`config.mk`:
```
export PLATFORM = sky130hd
export DESIGN_NAME = instr_fetch_unit
export DESIGN_NICKNAME = d
export VERILOG_FILES = /design/src/rtl/fetch_pkg.sv /design/src/rtl/pc_reg.sv /design/src/rtl/instr_fetch_unit.sv
export SDC_FILE = /design/constraint.sdc
export NUM_CORES = 1
export LEC_CHECK = 0
export ABC_AREA = 1
export BUFFER_PORTS_ARGS = -buffer_cell sky130_fd_sc_hd__buf_2
export CORE_UTILIZATION = 49
export DETAILED_ROUTE_END_ITERATION = 10
export PLACE_DENSITY = 0.84
export SLEW_MARGIN = 10
export SYNTH_ARGS = -nofsm -noshare
export SYNTH_HDL_FRONTEND = slang
export SYNTH_HIERARCHICAL = 1
export SYNTH_SLANG_ARGS = --single-unit
```
`constraint.sdc`:
```
create_clock -name clk -period 3.1 [get_ports clk]
set_input_delay 0.62 -clock clk [delete_from_list [all_inputs] [get_ports clk]]
set_output_delay 0.62 -clock clk [all_outputs]
set_load 0.01 [all_outputs]
```
`src/rtl/fetch_pkg.sv`:
```
// Shared types and constants for the instruction fetch stage.
package fetch_pkg;

  typedef enum logic [1:0] {
    FETCH  = 2'd0,
    WAIT   = 2'd1,
    VALID  = 2'd2,
    HALTED = 2'd3
  } fetch_state_t;

  localparam logic [4:0] OPC_HALT = 5'b00000;
  localparam logic [4:0] OPC_NOP  = 5'b00001;

  localparam int unsigned PC_W_DEF    = 16;
  localparam int unsigned INSTR_W_DEF = 16;

endpackage

```
`src/rtl/pc_reg.sv`:
```
// Program counter: reset value, redirect load (highest priority) and +2 step on consume.
module pc_reg #(
  parameter int unsigned     PC_W     = 16,
  parameter logic [PC_W-1:0] RESET_PC = {PC_W{1'b0}}
) (
  input  logic            clk,
  input  logic            rst,
  input  logic            load_i,
  input  logic [PC_W-1:0] load_pc_i,
  input  logic            inc_i,
  output logic [PC_W-1:0] pc_o,
  output logic [PC_W-1:0] pc_plus2_o
);

  localparam logic [PC_W-1:0] PC_STEP = {{(PC_W-2){1'b0}}, 2'b10};

  logic [PC_W-1:0] pc_q;
  logic [PC_W-1:0] pc_d;

  always_comb begin
    pc_d = pc_q;
    if (load_i) begin
      pc_d = load_pc_i;
    end else if (inc_i) begin
      pc_d = pc_q + PC_STEP;
    end else begin
      pc_d = pc_q;
    end
  end

  always_ff @(posedge clk) begin
    if (rst) begin
      pc_q <= RESET_PC;
    end else begin
      pc_q <= pc_d;
    end
  end

  assign pc_o       = pc_q;
  assign pc_plus2_o = pc_q + PC_STEP;

endmodule

```
`src/rtl/instr_fetch_unit.sv`:
```
// Fetch stage: PC ownership, single-word imem reads, instruction hand-off, redirect and halt.
// Define ALIGN_CHECK_EN to fault on odd PCs; otherwise imem_addr[0] is forced low.
module instr_fetch_unit
  import fetch_pkg::*;
#(
  parameter int unsigned     PC_W     = PC_W_DEF,
  parameter int unsigned     INSTR_W  = INSTR_W_DEF,
  parameter logic [PC_W-1:0] RESET_PC = {PC_W{1'b0}}
) (
  input  logic               clk,
  input  logic               rst,
  output logic [PC_W-1:0]    imem_addr,
  output logic               imem_rd,
  input  logic               imem_stall,
  input  logic               imem_done,
  input  logic [INSTR_W-1:0] imem_rdata,
  output logic [INSTR_W-1:0] instr,
  output logic               instr_valid,
  output logic [PC_W-1:0]    pc_plus2,
  input  logic               dec_stall,
  input  logic               halt,
  input  logic               redirect,
  input  logic [PC_W-1:0]    redirect_pc,
  output logic               halted,
  output logic               err
);

  fetch_state_t       state_q, state_d;
  logic [INSTR_W-1:0] instr_q, instr_d;
  logic               squash_q, squash_d;
  logic               err_q, err_d;
  logic               instr_valid_q;
  logic               halted_q;
  logic               pc_load_s;
  logic               pc_inc_s;
  logic               rd_s;
  logic               align_fault_s;
  logic [PC_W-1:0]    pc_s;

  pc_reg #(
    .PC_W     (PC_W),
    .RESET_PC (RESET_PC)
  ) u_pc_reg (
    .clk        (clk),
    .rst        (rst),
    .load_i     (pc_load_s),
    .load_pc_i  (redirect_pc),
    .inc_i      (pc_inc_s),
    .pc_o       (pc_s),
    .pc_plus2_o (pc_plus2)
  );

`ifdef ALIGN_CHECK_EN
  assign align_fault_s = pc_s[0];
  assign imem_addr     = pc_s;
`else
  assign align_fault_s = 1'b0;
  assign imem_addr     = pc_s & ~{{(PC_W-1){1'b0}}, 1'b1};
`endif

  // Redirect is checked first in every live state so it beats done, halt and consume.
  always_comb begin
    state_d   = state_q;
    instr_d   = instr_q;
    squash_d  = squash_q;
    err_d     = err_q;
    pc_load_s = 1'b0;
    pc_inc_s  = 1'b0;
    rd_s      = 1'b0;
    case (state_q)
      FETCH: begin
        if (redirect) begin
          pc_load_s = 1'b1;
          state_d   = FETCH;
        end else if (align_fault_s) begin
          err_d   = 1'b1;
          state_d = HALTED;
        end else begin
          rd_s    = 1'b1;
          state_d = imem_stall ? FETCH : WAIT;
        end
      end
      WAIT: begin
        if (redirect) begin
          pc_load_s = 1'b1;
          if (imem_done) begin
            squash_d = 1'b0;
            state_d  = FETCH;
          end else begin
            squash_d = 1'b1;
            state_d  = WAIT;
          end
        end else if (imem_done) begin
          if (squash_q) begin
            squash_d = 1'b0;
            state_d  = FETCH;
          end else begin
            instr_d = imem_rdata;
            state_d = VALID;
          end
        end else begin
          state_d = WAIT;
        end
      end
      VALID: begin
        if (redirect) begin
          pc_load_s = 1'b1;
          state_d   = FETCH;
        end else if (!dec_stall) begin
          if (halt) begin
            state_d = HALTED;
          end else begin
            pc_inc_s = 1'b1;
            state_d  = FETCH;
          end
        end else begin
          state_d = VALID;
        end
      end
      HALTED: begin
        state_d = HALTED;
      end
      default: begin
        state_d = FETCH;
      end
    endcase
  end

  // Fetch state, held instruction and status flags.
  always_ff @(posedge clk) begin
    if (rst) begin
      state_q       <= FETCH;
      instr_q       <= {INSTR_W{1'b0}};
      squash_q      <= 1'b0;
      err_q         <= 1'b0;
      instr_valid_q <= 1'b0;
      halted_q      <= 1'b0;
    end else begin
      state_q       <= state_d;
      instr_q       <= instr_d;
      squash_q      <= squash_d;
      err_q         <= err_d;
      instr_valid_q <= (state_d == VALID);
      halted_q      <= (state_d == HALTED);
    end
  end

  assign imem_rd     = rd_s & ~rst;
  assign instr       = instr_q;
  assign instr_valid = instr_valid_q;
  assign halted      = halted_q;
  assign err         = err_q;

endmodule
```
==> qor.csv <==
stage,metric,value,unit
status,status,finished clean,
cells_and_area,area grow syn2layout,28.2,%
flow_run,max_cap viols,0,
grt,largest net degree at the start of global routing,22,
die,Starting Density,0.512,
placement,IO Port Bufs,88,
die,core area,3660,sq um
synthesis,Post-Syn Area,1870,sq um
clock_tree,cells resized by post-CTS repair,0,
sta,Max Fclk,439,MHz
sta,relative slew slack,0.512,
drt,Vias,1963,
clock_tree,H-tree depth,2,
drt,Routed Antenna Nets,0,
setup_path,Setup crit start kind,flop,
cells_and_area,final core utilization,0.657,
drt,Initial DRC Count,81,
sta,Fin Clk Skew,0.00335,ns
sta,max-slew violation count,0,
die,Die Width,63.8,microns
power_and_ir_drop,maximum VDD drop,268,uV
synthesis,commonest register cell after synthesis,dfxtp_1,
clock_tree,clk buf depth,2,
setup_path,crit path DAT,1.66,ns
synthesis,Post-synth EDFFs,0,
sta,setup violators final,0,
synthesis,"Distinct cells, synth",39,
placement,RD Place Congestion,0.779,
drt,DRC viols,0,
clock_tree,Clock transition at path regs,0.07,ns
drt,drt wl/cell,11.7,microns
cells_and_area,multi-input logic area,973,sq um
cells_and_area,Fillers,345,
die,# IOs,91,
hold_path,Hold Path Class,reg2reg,
synthesis,sequential cell area fraction in the yosys report,0.395,
cells_and_area,Storage cell area,741,sq um
synthesis,cells after synthesis,251,
grt,vias in the first global route,1791,
power_and_ir_drop,Static Leak,1.19,nW
grt,first-pass GRT wire length,7.47,mm
sta,Slew @ Worst Pin,0.733,ns
clock_tree,"Setup Fix Bufs, Post-CTS",0,
setup_path,"Largest stage delay, worst path",0.41,ns
drt,final WL,4.49,mm
synthesis,Avg Inst Size Synth,7.47,sq um
grt,Total GRT Usage,0.233,
setup_path,Critical-path top delay cell,dfxtp_1,
die,die height,63.8,microns
power_and_ir_drop,PwrDens,427,nW/um^2
setup_path,critical path endpoint category,primary output,
placement,cell area after placement,2300,sq um
setup_path,worst-path fanout max,5,
die,die area,4080,sq um
clock_tree,CTS tree,built,
die,placement row count,22,
setup_path,"Critical Path, Cell by Cell","ha_1, nand3_2, inv_2, nand2_2, o21bai_2, and2_1, buf_2",
grt,total gr overflow,0,
cells_and_area,"most common cell after layout, fill and taps aside",buf_2,
cells_and_area,Ant. Diodes,0,
synthesis,Synth warnings,6,
clock_tree,Clock Latency Late Sink,0.28,ns
sta,TNS Setup,0,ns
setup_path,crit path kind,reg2out,
clock_tree,clock root buffer,clkbuf_8,
sta,unrepaired setup endpoints after global routing,no,
grt,initial antenna violation count,0,
cells_and_area,most frequent cells in the layout,"buf_2 (88), nand2_1 (48), nor2_1 (40), dfxtp_1 (37), inv_1 (17)",
synthesis,"flops & latches, synth",37,
sta,post-layout min period,2.28,ns
sta,Tcrit/Tclk final,0.734,
cells_and_area,post-route design area,2400,sq um
cells_and_area,share of layout cells above drive strength 1,0.362,
cells_and_area,nets@finish,376,
setup_path,worst path required time,2.48,ns
synthesis,Synth async-reset ratio,0,
clock_tree,Post-CTS Hold Buffers,0,
placement,HPWL after DPL,3.35,mm
sta,Final Hold Vio Count,0,
drt,Vias/cell,5.10,
clock_tree,total CTS buffers,5,
clock_tree,CTS sink count,37,
drt,Initial DRT Pass Iterations,4,
critical path, delay by kind of cell (launching register included):
| family | cells | cell delay [ns] |
|---|---|---|
| buf+inv | 2 | 0.24 |
| simple gates | 3 | 0.35 |
| flops | 1 | 0.41 |
| fa+ha+maj | 1 | 0.23 |
| compound gates | 1 | 0.13 |
layer usage:
layer	global-route usage	part of all wire	vias up
met2	0.424	0.49	73
met1	0.241	0.41	894
met4	0.0938	0.014	0
met3	0.0821	0.085	7
met5	0	0	-
li1	-	-	989
power breakdown:
part	internal [mW]	total (mW)	switching (mW)
Sequential	0.493	0.515	0.0212
Clock	0.201	0.365	0.164
Combinational	0.0665	0.146	0.0794
sequential cells by signal (all words and copies together), names as in the netlist:
register	cells
instr	16
u_pc_reg/pc_o	16
halted	1
state_q	2
squash_q	1
instr_valid	1
Yosys cell counts (all sizes together) (2+ instances only):
master  instances  share of area
nor2           48           0.11
a21oi          13          0.037
a31oi           3          0.010
o21ai          17          0.045
nand3          13          0.047
clkbuf          2         0.0040
nand4           5          0.017
buf            10          0.041
and2            3          0.010
a22oi          10          0.040
dfxtp          37           0.40
xor2            3          0.018
a31o            2         0.0093
nand2          52           0.11
o21bai          2          0.010
nor4            2         0.0067
xnor2           4          0.027
inv            20          0.043
cell families after synthesis:
group | share of synthesized area
adder cells (fa/ha/maj) | 0.00667
AND/OR/NAND/NOR | 0.303
AO/OA/AOI/OAI | 0.161
buffers and inverters | 0.0875
other | 0.00200
XOR/XNOR | 0.0447
flip-flops | 0.395
final timing paths:
check                                 startpoint               end  slack (ns)  cells past startpoint
worst max register to register        state_q[1]  u_pc_reg/pc_o[2]        1.18                      7
worst min register to register  u_pc_reg/pc_o[0]  u_pc_reg/pc_o[0]        0.47                      2
worst min-delay path            u_pc_reg/pc_o[0]  u_pc_reg/pc_o[0]        0.47                      2
worst max-delay path            u_pc_reg/pc_o[1]      pc_plus2[11]        0.82                      7
cell type report:
cell class              count  share of cell area
multi-input cells         183               0.405
flip-flops and latches     37               0.308
repair buffers             89               0.186
clock buffers               7              0.0401
inverters                  20              0.0333
well taps                  48              0.0250
clock inverters             1             0.00208
through the flow:
step	hold WS, ns	worst slack (ns)	instances	power, mW
3_5_place_dp	0.463	0.872	377	0.671
2_1_floorplan	0.439	1.26	252	0.609
3_3_place_gp	0.458	0.953	377	0.668
4_1_cts	0.474	0.801	385	1.04
6_report	0.470	0.825	385	1.03
5_1_grt	0.491	0.686	385	1.08
Power figures use the tool's default switching activity.
